`src/rtl/rom_accum_pkg.sv`:
```
// Shared definitions for the ROM window accumulator: default widths and FSM state encoding.
package rom_accum_pkg;

  localparam int ADDR_W_DEF = 4;
  localparam int DATA_W_DEF = 8;
  localparam int SUM_W_DEF  = 16;

  typedef enum logic [1:0] {
    ST_IDLE = 2'd0,
    ST_FILL = 2'd1,
    ST_RUN  = 2'd2,
    ST_FIN  = 2'd3
  } state_t;

endpackage

```
`src/rtl/rom_accum_dp.sv`:
```
// Accumulator datapath: running sum with sticky carry, word counter, and optional min/max
// trackers (present only when ROM_MINMAX_EN is defined).
module rom_accum_dp
  import rom_accum_pkg::*;
#(
  parameter int ADDR_W = ADDR_W_DEF,
  parameter int DATA_W = DATA_W_DEF,
  parameter int SUM_W  = SUM_W_DEF
) (
  input  logic              clk,
  input  logic              clr,
  input  logic              init,
  input  logic              acc_en,
  input  logic [DATA_W-1:0] rom_data,
  output logic [SUM_W-1:0]  sum,
  output logic [ADDR_W:0]   count,
  output logic              ovf
`ifdef ROM_MINMAX_EN
  ,
  output logic [DATA_W-1:0] min_val,
  output logic [DATA_W-1:0] max_val
`endif
);

  localparam logic [ADDR_W:0] CNT_ONE = 1;

  logic [SUM_W:0] sum_ext;

  // One extra bit catches the carry-out that feeds the sticky overflow flag.
  assign sum_ext = {1'b0, sum} + {{(SUM_W + 1 - DATA_W){1'b0}}, rom_data};

  always_ff @(posedge clk or posedge clr) begin
    if (clr) begin
      sum <= '0;
      ovf <= 1'b0;
    end else if (init) begin
      sum <= '0;
      ovf <= 1'b0;
    end else if (acc_en) begin
      sum <= sum_ext[SUM_W-1:0];
      ovf <= ovf | sum_ext[SUM_W];
    end
  end

  always_ff @(posedge clk or posedge clr) begin
    if (clr) begin
      count <= '0;
    end else if (init) begin
      count <= '0;
    end else if (acc_en) begin
      count <= count + CNT_ONE;
    end
  end

`ifdef ROM_MINMAX_EN
  always_ff @(posedge clk or posedge clr) begin
    if (clr) begin
      min_val <= '1;
      max_val <= '0;
    end else if (init) begin
      min_val <= '1;
      max_val <= '0;
    end else if (acc_en) begin
      if (rom_data < min_val) min_val <= rom_data;
      if (rom_data > max_val) max_val <= rom_data;
    end
  end
`endif

endmodule

```
`src/rtl/rom_accum_ctrl.sv`:
```
// Start/busy/done sequencer that walks a ROM window and sums it via rom_accum_dp.
// Optional min/max outputs are enabled with the ROM_MINMAX_EN macro.
module rom_accum_ctrl
  import rom_accum_pkg::*;
#(
  parameter int ADDR_W = ADDR_W_DEF,
  parameter int DATA_W = DATA_W_DEF,
  parameter int SUM_W  = SUM_W_DEF
) (
  input  logic              clk,
  input  logic              clr,
  input  logic              start,
  input  logic [ADDR_W-1:0] base_addr,
  input  logic [ADDR_W:0]   len,
  output logic [ADDR_W-1:0] rom_addr,
  input  logic [DATA_W-1:0] rom_data,
  output logic              busy,
  output logic              done,
  output logic [SUM_W-1:0]  sum,
  output logic [ADDR_W:0]   count,
  output logic              ovf
`ifdef ROM_MINMAX_EN
  ,
  output logic [DATA_W-1:0] min_val,
  output logic [DATA_W-1:0] max_val
`endif
);

  localparam logic [ADDR_W-1:0] ADDR_ONE = 1;
  localparam logic [ADDR_W:0]   CNT_ONE  = 1;

  state_t            state;
  state_t            state_nxt;
  logic [ADDR_W:0]   len_q;
  logic [ADDR_W:0]   count_inc;
  logic              init;
  logic              acc_en;

  assign count_inc = count + CNT_ONE;

  always_ff @(posedge clk or posedge clr) begin
    if (clr) state <= ST_IDLE;
    else     state <= state_nxt;
  end

  always_comb begin
    state_nxt = state;
    busy      = 1'b0;
    done      = 1'b0;
    init      = 1'b0;
    acc_en    = 1'b0;
    case (state)
      ST_IDLE: begin
        if (start) begin
          init      = 1'b1;
          state_nxt = (len == '0) ? ST_FIN : ST_FILL;
        end
      end
      ST_FILL: begin
        busy      = 1'b1;
        state_nxt = ST_RUN;
      end
      ST_RUN: begin
        busy   = 1'b1;
        acc_en = 1'b1;
        if (count_inc == len_q) state_nxt = ST_FIN;
      end
      ST_FIN: begin
        done      = 1'b1;
        state_nxt = ST_IDLE;
      end
      default: state_nxt = ST_IDLE;
    endcase
  end

  // The address runs one word ahead of the accumulator to cover the ROM read latency;
  // the final prefetch past the window is simply never added.
  always_ff @(posedge clk or posedge clr) begin
    if (clr) begin
      rom_addr <= '0;
      len_q    <= '0;
    end else begin
      case (state)
        ST_IDLE: begin
          if (start) begin
            len_q <= len;
            if (len != '0) rom_addr <= base_addr;
          end
        end
        ST_FILL, ST_RUN: rom_addr <= rom_addr + ADDR_ONE;
        default: ;
      endcase
    end
  end

  rom_accum_dp #(
    .ADDR_W (ADDR_W),
    .DATA_W (DATA_W),
    .SUM_W  (SUM_W)
  ) u_dp (
    .clk      (clk),
    .clr      (clr),
    .init     (init),
    .acc_en   (acc_en),
    .rom_data (rom_data),
    .sum      (sum),
    .count    (count),
    .ovf      (ovf)
`ifdef ROM_MINMAX_EN
    ,
    .min_val  (min_val),
    .max_val  (max_val)
`endif
  );

endmodule

```
`config.mk`:
```
export PLATFORM = sky130hd
export DESIGN_NAME = rom_accum_ctrl
export DESIGN_NICKNAME = d
export VERILOG_FILES = /design/src/rtl/rom_accum_pkg.sv /design/src/rtl/rom_accum_dp.sv /design/src/rtl/rom_accum_ctrl.sv
export SDC_FILE = /design/constraint.sdc
export NUM_CORES = 1
export LEC_CHECK = 0
export ABC_AREA = 1
export CORE_MARGIN = 2
export CORE_UTILIZATION = 51
export DETAILED_ROUTE_END_ITERATION = 16
export GPL_ROUTABILITY_DRIVEN = 0
export HOLD_SLACK_MARGIN = 0.03
export PLACE_DENSITY = 0.79
export SLEW_MARGIN = 20
export SYNTH_ARGS = -nofsm -noshare
export SYNTH_HDL_FRONTEND = slang
export SYNTH_SLANG_ARGS = --single-unit
export TNS_END_PERCENT = 1
```
`constraint.sdc`:
```
create_clock -name clk -period 2.17 [get_ports clk]
set_clock_uncertainty 0.15 [all_clocks]
set_input_delay 0.3255 -clock clk [delete_from_list [all_inputs] [get_ports clk]]
set_output_delay 0.3255 -clock clk [all_outputs]
set_load 0.03 [all_outputs]
```
==> metrics.md <==
| Metric | Value |
|---|---|
| TritonCTS clock tree | built |
| Max cap viols | 0 |
| Clk slew on worst S/H paths | 0.07 ns |
| R2R setup slack | about 0.27 ns |
| Total die area | 4790 um2 |
| Final Hold Viols | 0 |
| Worst-Skew Late Latency | 0.28 ns |
| I/O pins | 48 |
| Maximum fanout along the worst path | 4 |
| Post-placement cell count | 392 |
| First-pass GRT wire length | 8.18 mm |
| Leading area contributor after synthesis | dfrtp_1 |
| Layout cells sized above 1 | 0.100 |
| Avg Cell Area, Syn | 7.48 um2 |
| Crit path cell chain | ha_1 -> clkdlybuf4s50_1 |
| Status | completed |
| Worst-Margin Slew | 0.429 ns |
| Fin crit period | between 1.5 and 2 ns |
| Most area-consuming cells after synthesis | dfrtp_1 38%, nand2_1 15%, ha_1 8.1%, nand3_1 5.5%, inv_1 5.4% |
| Number of routed nets with antenna violations | 0 |
| Synth Instances | 290 |
| Die width | 69.2 um |
| FF+latch count, synth | 33 |
| Net Count, Synth | 325 |
| Vias/cell | 5.08 |
| FF-to-FF End | u_dp.sum[12]$_DFFE_PP0P_ |
| Worst path max stage delay | 0.67 ns |
| Diode count | 0 |
| Final slew viol count | 0 |
| Final net count | ~380 |
| Final period util | 0.917 |
| Total global routing overflow | 0 |
| Post-synth cell types | 33 |
| Maximum clock insertion buffer count | 2 |
| Worst slew margin | 0.714 |
| Delay-heaviest family, CP | buffers and inverters |
| Register area share after synthesis | 0.381 |
| Layout area overhead | 30.2% |
| R2R depth | 10 |
| Vias in the first global route | approximately 1.9k |
| Post-synth top area share | 0.381 |
| R2r startpoint | u_dp.sum[0]$_DFFE_PP0P_ |
| Mapped Area | around 2200 um2 |
| Fillers | 363 |
| Initial antenna violation count | 0 |
| Post-DP HPWL | 3.69 mm |
| Setup crit start kind | flop |
| Crit path buffers/inverters | 1 |
| Worst hold path type | in2async |
| CP max-delay cell | clkdlybuf4s50_1 |
| CTS Sinks | 33 |
| Setup Viol. Count Final | 0 |
| Switching part of the total | 0.454 |
| Logic pwr share | 0.560 |
| Vias | 2030 |
| Critical Path AT | 1.52 ns |
| Worst setup EP type | primary output |
| Final core occ | 0.696 |
| Final setup TNS | 0 ns |
| Core area | 4060 um2 |
| Post-Route WL | 4.77 mm |
| Post-CTS Hold Fix Bufs | 0 |
| Hold slack | 0.283 ns |
| Pleak | between 0.001 and 0.0015 uW |
| Htree depth | 2 |
| Initial Util | 0.535 |
| WP data required | 1.69 ns |
| DRC | 0 |
| GRT Overall Usage | 0.208 |
| Total net switching power | 1420 uW |
| Die height | approximately 69 um |
| Clock share of power | 0.140 |
| CTS buffer count | 5 |
| RSZ-0062 raised after global routing | no |
| Overall Power | around 3100 uW |
| Number of core rows | 23 |
| DR pass1 iterations | 4 |
| Int Power | 1710 uW |
| Seq pwr share | 0.300 |
| DR iter-0 viols | 84 |
| Crit path kind | reg2out |
| IO Port Bufs | 47 |
| Syn. warnings | 0 |
| Max Freq | 0.502 GHz |
| WL per Instance | about 12 um |
| Largest net degree at the start of global routing | 34 |
| Finished Layout Cells | 400 |
| PwrDens | 1110 nW/um2 |
| Root buf cell | clkbuf_8 |
| Max VDD drop | 0.850 mV |
==> flip-flops by register name, summed over array words and instances, names as in the netlist <==
register / cells
u_dp.count: 5
u_dp.ovf: 1
len_q: 5
state: 2
u_dp.sum: 16
rom_addr: 4
==> worst min-delay path: stages <==
cell and delay, ns:
clkdlybuf4s50_1 0.39, inv_1 0.05, buf_4 0.38
==> synthesized netlist by cell type (all sizes together) <==
cell	count
xor2	4
xnor2	1
nand2	89
a22oi	1
a31oi	1
buf	2
clkbuf	1
nor2	30
inv	37
o21bai	3
ha	14
a22o	3
a32o	1
a21o	1
o31ai	1
a21oi	9
o21ai	19
or2	1
nand3	29
o22ai	3
dfrtp	33
fa	1
nor4	2
nor3	1
nand4	3
==> kinds of logic after synthesis <==
family,after synthesis,share of synthesized area
XOR/XNOR,5,0.0202
buffers and inverters,40,0.0721
adder cells (fa/ha/maj),15,0.0900
flip-flops,33,0.381
AND/OR/NAND/NOR,155,0.313
AO/OA/AOI/OAI,42,0.124
==> how the worst max path moves through the flow <==
stage                                to               startpoint  slack, ns  depth (start not counted)
2_1_floorplan      u_dp.ovf$_DFFE_PP0P_  u_dp.sum[0]$_DFFE_PP0P_       0.23                         10
3_3_place_gp       u_dp.ovf$_DFFE_PP0P_              rom_data[0]      -0.04                         11
3_5_place_dp   u_dp.sum[12]$_DFFE_PP0P_              rom_data[0]      -0.08                         11
4_1_cts                            done     state[1]$_DFFE_PP0P_       0.17                          2
5_1_grt        u_dp.sum[12]$_DFFE_PP0P_              rom_data[0]       0.08                         11
6_report                           done     state[1]$_DFFE_PP0P_       0.18                          2
==> what timing repair did <==
item | CTS | global route
endpoints found under the setup margin | 1 | 0
gates resized for setup | 1 | 0
buffers inserted | 0 | 0
==> power by group through the flow <==
stage | Combinational [uW] | Clock, uW | Sequential (uW)
CTS | 1770 | 451 | 940
global route | 1960 | 468 | 968
finish | 1750 | 439 | 938
detailed placement | 1770 | 0 | 952
floorplan | 1040 | 0 | 1110
global placement | 1740 | 0 | 941
==> layout make-up <==
type                       count  area [um2]  area share
multi-input combinational    217        1190       0.420
clock buffer                   8        80.1      0.0284
inverter                      37         139      0.0492
tap                           50        62.6      0.0222
sequential                    33         826       0.292
timing repair buffer          55         529       0.187
==> metal layers <==
layer / wire length, um / global-route usage / vias to the layer above / share of wire
met2: 2290 / 0.364 / 34 / 0.48
li1: - / - / 1063 / -
met1: 2240 / 0.252 / 926 / 0.47
met3: 180 / 0.0465 / 7 / 0.038
met5: 0 / 0 / - / 0
met4: 66 / 0.0719 / 0 / 0.014
==> per-stage QoR <==
step                worst slack (ns)  instance area, um2
finish                         0.179                2820
global placement             -0.0360                2750
floorplan                      0.228                2170
detailed placement           -0.0827                2750
global route                  0.0776                2820
CTS                            0.167                2820
==> cells in the final DEF (no fill, tap or decap) <==
master and count:
fa_1 1, o21ai_1 9, o31ai_1 1, o21ai_0 7
nor4_1 2, nand3_1 24, xor2_1 4, clkdlybuf4s50_1 46
a22oi_1 1, nor3_1 1, nand2_1 84, nor2_1 29
a22o_1 3, nand3_2 5, clkbuf_8 5, buf_4 8
clkbuf_1 3, dlygate4sd2_1 1, xnor2_1 1, a21oi_1 8
a31oi_1 1, o21ai_4 1, dfrtp_1 33, a21o_1 1
o21bai_1 3, or2_2 1, nand2_2 5, inv_2 6
nand4_1 3, o22ai_1 3, a32o_1 1, inv_1 31
nor2_4 1, ha_1 14, o21ai_2 2, a21oi_2 1
No activity file was read; power rests on OpenSTA's default activity.
